**config.mk**
```make
export PLATFORM = sky130hd
export DESIGN_NAME = la_iogpio
export DESIGN_NICKNAME = d
export VERILOG_FILES = /design/src/rtl/la_iogpio.sv
export SDC_FILE = /design/constraint.sdc
export NUM_CORES = 1
export LEC_CHECK = 0
export CORE_ASPECT_RATIO = 1.75
export CORE_MARGIN = 3
export CORE_UTILIZATION = 65
export DETAILED_ROUTE_END_ITERATION = 8
export DONT_BUFFER_PORTS = 1
export GPL_ROUTABILITY_DRIVEN = 1
export PLACE_DENSITY = 0.9
export SKIP_CTS_REPAIR_TIMING = 1
export SLEW_MARGIN = 15
export SYNTH_ARGS = -nofsm -noshare
export SYNTH_HDL_FRONTEND = slang
export SYNTH_SLANG_ARGS = --single-unit
```
**constraint.sdc**
```tcl
create_clock -name clk -period 8.9 [get_ports clk]
set_clock_uncertainty 0.2 [all_clocks]
set_input_delay 0.89 -clock clk [delete_from_list [all_inputs] [get_ports clk]]
set_output_delay 0.89 -clock clk [all_outputs]
set_load 0.05 [all_outputs]
```
**src/rtl/la_iogpio.sv**
```systemverilog
// GPIO controller for an array of bidirectional pads: register file driving pad controls,
// synchronized and glitch-filtered inputs, and sticky rising-edge interrupts.
module la_iogpio #(
  parameter int unsigned N    = 8,
  parameter int unsigned FILT = 3,
  parameter int unsigned FW   = 4
) (
  input  logic         clk,
  input  logic         reset,
  input  logic         reg_wen,
  input  logic         reg_ren,
  input  logic [2:0]   reg_addr,
  input  logic [N-1:0] reg_wdata,
  output logic [N-1:0] reg_rdata,
  output logic         reg_rvalid,
  output logic         irq,
  output logic [N-1:0] pad_a,
  output logic [N-1:0] pad_oe,
  output logic [N-1:0] pad_ie,
  output logic [N-1:0] pad_pe,
  output logic [N-1:0] pad_ps,
  input  logic [N-1:0] pad_z
);

  localparam logic [2:0] A_DOUT   = 3'd0;
  localparam logic [2:0] A_OE     = 3'd1;
  localparam logic [2:0] A_IE     = 3'd2;
  localparam logic [2:0] A_PE     = 3'd3;
  localparam logic [2:0] A_PS     = 3'd4;
  localparam logic [2:0] A_IRQEN  = 3'd5;
  localparam logic [2:0] A_STATUS = 3'd6;
  localparam logic [2:0] A_DIN    = 3'd7;

  logic [N-1:0] irqen;
  logic [N-1:0] status;
  logic [N-1:0] status_next;
  logic [N-1:0] w1c;
  logic [N-1:0] s1;
  logic [N-1:0] s2;
  logic [N-1:0] din;
  logic [N-1:0] din_next;
  logic [N-1:0] rd_mux;

  // Configuration registers; pad controls are the register flops themselves.
  always_ff @(posedge clk or posedge reset) begin
    if (reset) begin
      pad_a  <= '0;
      pad_oe <= '0;
      pad_ie <= '0;
      pad_pe <= '0;
      pad_ps <= '0;
      irqen  <= '0;
      status <= '0;
    end else begin
      if (reg_wen) begin
        case (reg_addr)
          A_DOUT:  pad_a  <= reg_wdata;
          A_OE:    pad_oe <= reg_wdata;
          A_IE:    pad_ie <= reg_wdata;
          A_PE:    pad_pe <= reg_wdata;
          A_PS:    pad_ps <= reg_wdata;
          A_IRQEN: irqen  <= reg_wdata;
          default: ;
        endcase
      end
      status <= status_next;
    end
  end

  // Sticky status: a rising edge in the same cycle as a W1C clear keeps the bit set.
  always_comb begin
    w1c = '0;
    if (reg_wen && (reg_addr == A_STATUS)) begin
      w1c = reg_wdata;
    end
    status_next = (status & ~w1c) | (din_next & ~din & irqen);
  end

  assign irq = |(status & irqen);

  // Two-flop synchronizer, gated by the input enable, then the filtered value.
  always_ff @(posedge clk or posedge reset) begin
    if (reset) begin
      s1  <= '0;
      s2  <= '0;
      din <= '0;
    end else begin
      s1  <= pad_z & pad_ie;
      s2  <= s1;
      din <= din_next;
    end
  end

  generate
    if (FILT == 0) begin : g_nofilt
      assign din_next = s2;
    end else begin : g_filt
      localparam logic [FW-1:0] CNT_LAST = FW'(FILT - 1);
      logic [N-1:0][FW-1:0] cnt;
      logic [N-1:0][FW-1:0] cnt_next;

      // din follows s2 only after FILT consecutive differing edges.
      always_comb begin
        din_next = din;
        cnt_next = cnt;
        for (int unsigned i = 0; i < N; i++) begin
          if (s2[i] == din[i]) begin
            cnt_next[i] = '0;
          end else if (cnt[i] == CNT_LAST) begin
            din_next[i] = s2[i];
            cnt_next[i] = '0;
          end else begin
            cnt_next[i] = cnt[i] + FW'(1);
          end
        end
      end

      always_ff @(posedge clk or posedge reset) begin
        if (reset) begin
          cnt <= '0;
        end else begin
          cnt <= cnt_next;
        end
      end
    end
  endgenerate

  always_comb begin
    rd_mux = '0;
    case (reg_addr)
      A_DOUT:   rd_mux = pad_a;
      A_OE:     rd_mux = pad_oe;
      A_IE:     rd_mux = pad_ie;
      A_PE:     rd_mux = pad_pe;
      A_PS:     rd_mux = pad_ps;
      A_IRQEN:  rd_mux = irqen;
      A_STATUS: rd_mux = status;
      A_DIN:    rd_mux = din;
      default:  rd_mux = '0;
    endcase
  end

  // Read data sampled from pre-edge register values, so a same-cycle write is not seen.
  always_ff @(posedge clk or posedge reset) begin
    if (reset) begin
      reg_rdata  <= '0;
      reg_rvalid <= 1'b0;
    end else begin
      reg_rvalid <= reg_ren;
      if (reg_ren) begin
        reg_rdata <= rd_mux;
      end
    end
  end

endmodule
```
==> results by stage <==
STA:
- The setup violation total in the final timing report is 0.
- The achievable clock frequency is 363 MHz.
- The number of hold violations in the final report was 0.
- The max-slew violation count came to 0.
- After routing, the total negative slack on setup checks comes to 0 ps.
- The clock period minus final worst setup slack is 2750 ps.
- Setup repair after global routing left no endpoint under its margin.
- Dividing the final minimum period by the clock period gives 31.0%.
- The transition time at the pin with the least slew margin is 793 ps.
- The relative max-transition margin is 46.9%.

Synth:
- The number of different library cells used by synthesis comes to 44.
- After synthesis the netlist holds a flip-flop and latch count of 121.
- For this run, the leading register cell type out of synthesis is sky130_fd_sc_hd__dfrtp_1.
- The number of enable flip-flop cells after synthesis is 0.
- The cell area after synthesis is 5370 um2.
- The synthesis warning total is 0.
- After synthesis, the mean cell area works out to 12.0 um2.
- Of the synthesized area, sequential elements account for 56.4%.
- The number of nets in the synthesized netlist is 485.
- Synthesis produced 446 cells.
- Counting flops with an async set or reset pin after synthesis yields a share of 100%.

Detailed routing:
- Detailed routing placed a total of 1220 um of wire on met3.
- The detailed router used layers up to and including met4.
- The routed design has 13200 um of wire.
- Detailed routing placed a total of 7020 um of wire on met2.
- The number of nets with antenna violations after routing is 0.
- The total via count in the routed design is 3740.
- After detailed routing, the number of vias per cell comes to 6.76.
- After detailed routing, the average wire length per cell comes to 23.9 um.
- The first routing iteration left 324 violations.
- Before antenna repair, the detailed router went through 5 iterations.
- The count of unresolved DRC violations after routing is 0.
- The sum of routed wire segments on met1 is 4480 um.

Setup path:
- The worst register-to-register path ends at reg_rdata[4].
- At the worst endpoint, the required time is 7810 ps.
- Of all nets on the critical path, the largest fanout is 4.
- The number of cells on the worst reg-to-reg path is 4.
- The kind of critical path is reg2out.
- The kind of start point of the critical path is a flip-flop.
- The end of the critical path is irq.
- The arrival time at the worst endpoint is 1660 ps.
- The startpoint identified for the worst register-to-register timing path is pad_ie[4].
- In this run the register-to-register setup slack is 7100 ps.
- STA classifies the critical path endpoint as an output pin.
- The launching instance or port of the critical path is irqen[2].

Floorplan:
- Once the floorplan was initialized, standard cells occupied 67.4% of the core.
- The I/O pin total is 73.
- The floorplan step defined a core boundary enclosing 7960 um2.
- The die footprint is 9420 um2.
- The die boundary height is 126 um.
- The number of core rows is 43.
- The die is 74.7 um wide.

Finish:
- The layout has 477 filler cells.
- The library cells used most frequently in the layout, excluding fill and tap cells, are sky130_fd_sc_hd__dfrtp_1 (121), sky130_fd_sc_hd__mux2_2 (50), sky130_fd_sc_hd__nor2_1 (38).
- 0 antenna diodes ended up in the layout.
- The combined flip-flop and latch cell area is 3030 um2.
- Once layout is complete, the cells apart from fillers number 553.
- The most frequent standard cell in the layout excluding fill and tap cells is sky130_fd_sc_hd__dfrtp_1.
- The multi-input combinational cells in the finished layout cover a total of 2150 um2.
- For this run, the post-layout net count is 490.
- The post-route netlist has 19.4% of its cells at a drive strength greater than 1.
- Relative to the synthesized area, the layout overhead comes to 12.2%.

Clocking:
- The clock passes through at most 2 buffers.
- The clock transition time at the flip-flop clock pins of the worst setup and hold paths is 50 ps.
- The number of levels in the clock H-tree is 4.
- The TritonCTS clock tree is yes.
- In this run, CTS created clock tree buffers numbering 17.
- The later pin in the worst-skew pair is clocked with a latency of 410 ps.
- The number of clock sinks is 121.
- CTS placed an instance of sky130_fd_sc_hd__clkbuf_16 at the clock tree root.

GRT:
- The initial antenna violation count came to 0.
- The aggregate global-route resource usage is 30.6%.
- The overall overflow remaining after global route is 0.
- The maximum number of pins on one net before global-route repair is 63.
- The number of global-route vias before repair is 3929.
- The first global-routing pass estimated 21000 um of wire.

Placed design:
- The routability congestion estimate is 0.881.
- Input and output buffers added on the ports amount to 0.
- The number of placed instances, taps included, is 522.
- Detailed placement finished with a half-perimeter wire length of 8480 um.

Power and ir drop:
- The total power density per cell area is 329 nW/um2.
- IR analysis of the VDD net gives a maximum drop of 0.248 mV.
- The analysis attributes to cell leakage a power of 2.76 nW.

Status:
- The run finished with clean final reports.

Flow run:
- The max-cap check violation count is 0.

Hold path:
- The class of the tightest hold or removal check is reg2reg.
[Yosys cell counts (2+ instances only)]
cell type / instances / area share, %
sky130_fd_sc_hd__mux2_2: 50 / 10
sky130_fd_sc_hd__a22o_1: 6 / 0.98
sky130_fd_sc_hd__nor4_1: 4 / 0.47
sky130_fd_sc_hd__nor2b_1: 17 / 2.0
sky130_fd_sc_hd__and3_1: 4 / 0.47
sky130_fd_sc_hd__buf_2: 6 / 0.56
sky130_fd_sc_hd__a32o_1: 8 / 1.5
sky130_fd_sc_hd__or2_2: 2 / 0.23
sky130_fd_sc_hd__a21oi_1: 12 / 1.1
sky130_fd_sc_hd__a22oi_1: 4 / 0.56
sky130_fd_sc_hd__and3b_1: 2 / 0.33
sky130_fd_sc_hd__a221oi_1: 2 / 0.33
sky130_fd_sc_hd__a211oi_1: 7 / 0.98
sky130_fd_sc_hd__nor3b_1: 8 / 1.1
sky130_fd_sc_hd__xnor2_1: 8 / 1.3
sky130_fd_sc_hd__clkbuf_1: 4 / 0.28
sky130_fd_sc_hd__dfrtp_1: 121 / 56
sky130_fd_sc_hd__and2_1: 8 / 0.93
sky130_fd_sc_hd__xor2_1: 8 / 1.3
sky130_fd_sc_hd__inv_1: 25 / 1.7
sky130_fd_sc_hd__ha_1: 16 / 3.7
sky130_fd_sc_hd__o21ai_0: 13 / 1.2
sky130_fd_sc_hd__o22ai_1: 8 / 0.93
sky130_fd_sc_hd__nand2_1: 19 / 1.3
sky130_fd_sc_hd__nor2_1: 38 / 2.7
sky130_fd_sc_hd__mux2i_1: 9 / 1.7
sky130_fd_sc_hd__nand3_1: 9 / 0.84
sky130_fd_sc_hd__buf_4: 3 / 0.42
sky130_fd_sc_hd__buf_6: 2 / 0.42
sky130_fd_sc_hd__nor2_4: 2 / 0.42
sky130_fd_sc_hd__o21bai_1: 8 / 1.1
[how the worst min path moves through the flow]
stage,from,to,slack (ps),depth (start not counted)
floorplan,s1[0],s2[0],130,0
global placement,s1[4],s2[4],130,0
detailed placement,s1[3],s2[3],140,0
CTS,s1[1],s2[1],140,0
global route,s1[1],s2[1],150,0
finish,s1[1],s2[1],140,0
[where the power goes]
part | switching, mW | internal (mW)
Sequential | 0.299 | 0.669
Combinational | 0.158 | 0.140
Clock | 0.233 | 0.482
Total | 0.689 | 1.29
[flip-flops by register name, indices dropped and copies added (netlist names), 8 cells and up]
register,count
g_filt.cnt,32
din,8
irqen,8
pad_a,8
pad_ie,8
pad_oe,8
pad_pe,8
pad_ps,8
reg_rdata,8
s1,8
s2,8
status,8
[cells by family (layout without fill, tap and decap cells)]
| kind of cell | after synthesis | after routing | share of synthesized area [%] |
|---|---|---|---|
| DFF | 121 | 121 | 56.4 |
| and+or+nand+nor | 120 | 120 | 11.9 |
| AOI/OAI and AO/OA | 74 | 74 | 9.73 |
| muxes | 59 | 59 | 12.2 |
| buffers and inverters | 40 | 57 | 3.43 |
| adders and majority gates | 16 | 16 | 3.73 |
| xor gates and xnor gates | 16 | 16 | 2.61 |
[per-stage QoR]
stage / total power [mW] / area, um2 / hold slack [ps] / setup slack (ps) / util, %
final: 1.98 / 6020 / 144 / 6150 / 75.6
after global routing: 2.05 / 6020 / 149 / 6080 / 75.6
after CTS: 1.98 / 6020 / 143 / 6120 / 75.6
after detailed placement: 1.26 / 5400 / 136 / 6490 / 67.8
after global placement: 1.23 / 5400 / 133 / 6520 / 67.8
after floorplan: 1.17 / 5370 / 131 / 4600 / -
[worst max-delay path, cell delays in order (launching register included)]
cell and delay [ps]:
sky130_fd_sc_hd__dfrtp_1 420, sky130_fd_sc_hd__a22oi_1 260, sky130_fd_sc_hd__nand4_1 570
[per-layer routing]
metal,vias up,GRT usage (%)
li1,1569,-
met1,1890,35.2
met2,229,49.5
met3,52,11.3
met4,0,14.7
met5,-,0
[layout make-up]
class	instances	share of cell area [%]
sequential	121	50.3
multi-input combinational	285	35.8
clock buffer	24	8.50
clock inverter	7	1.87
tap	90	1.87
inverter	25	1.60
timing repair buffer	1	0.125
Power figures use the tool's default switching activity.
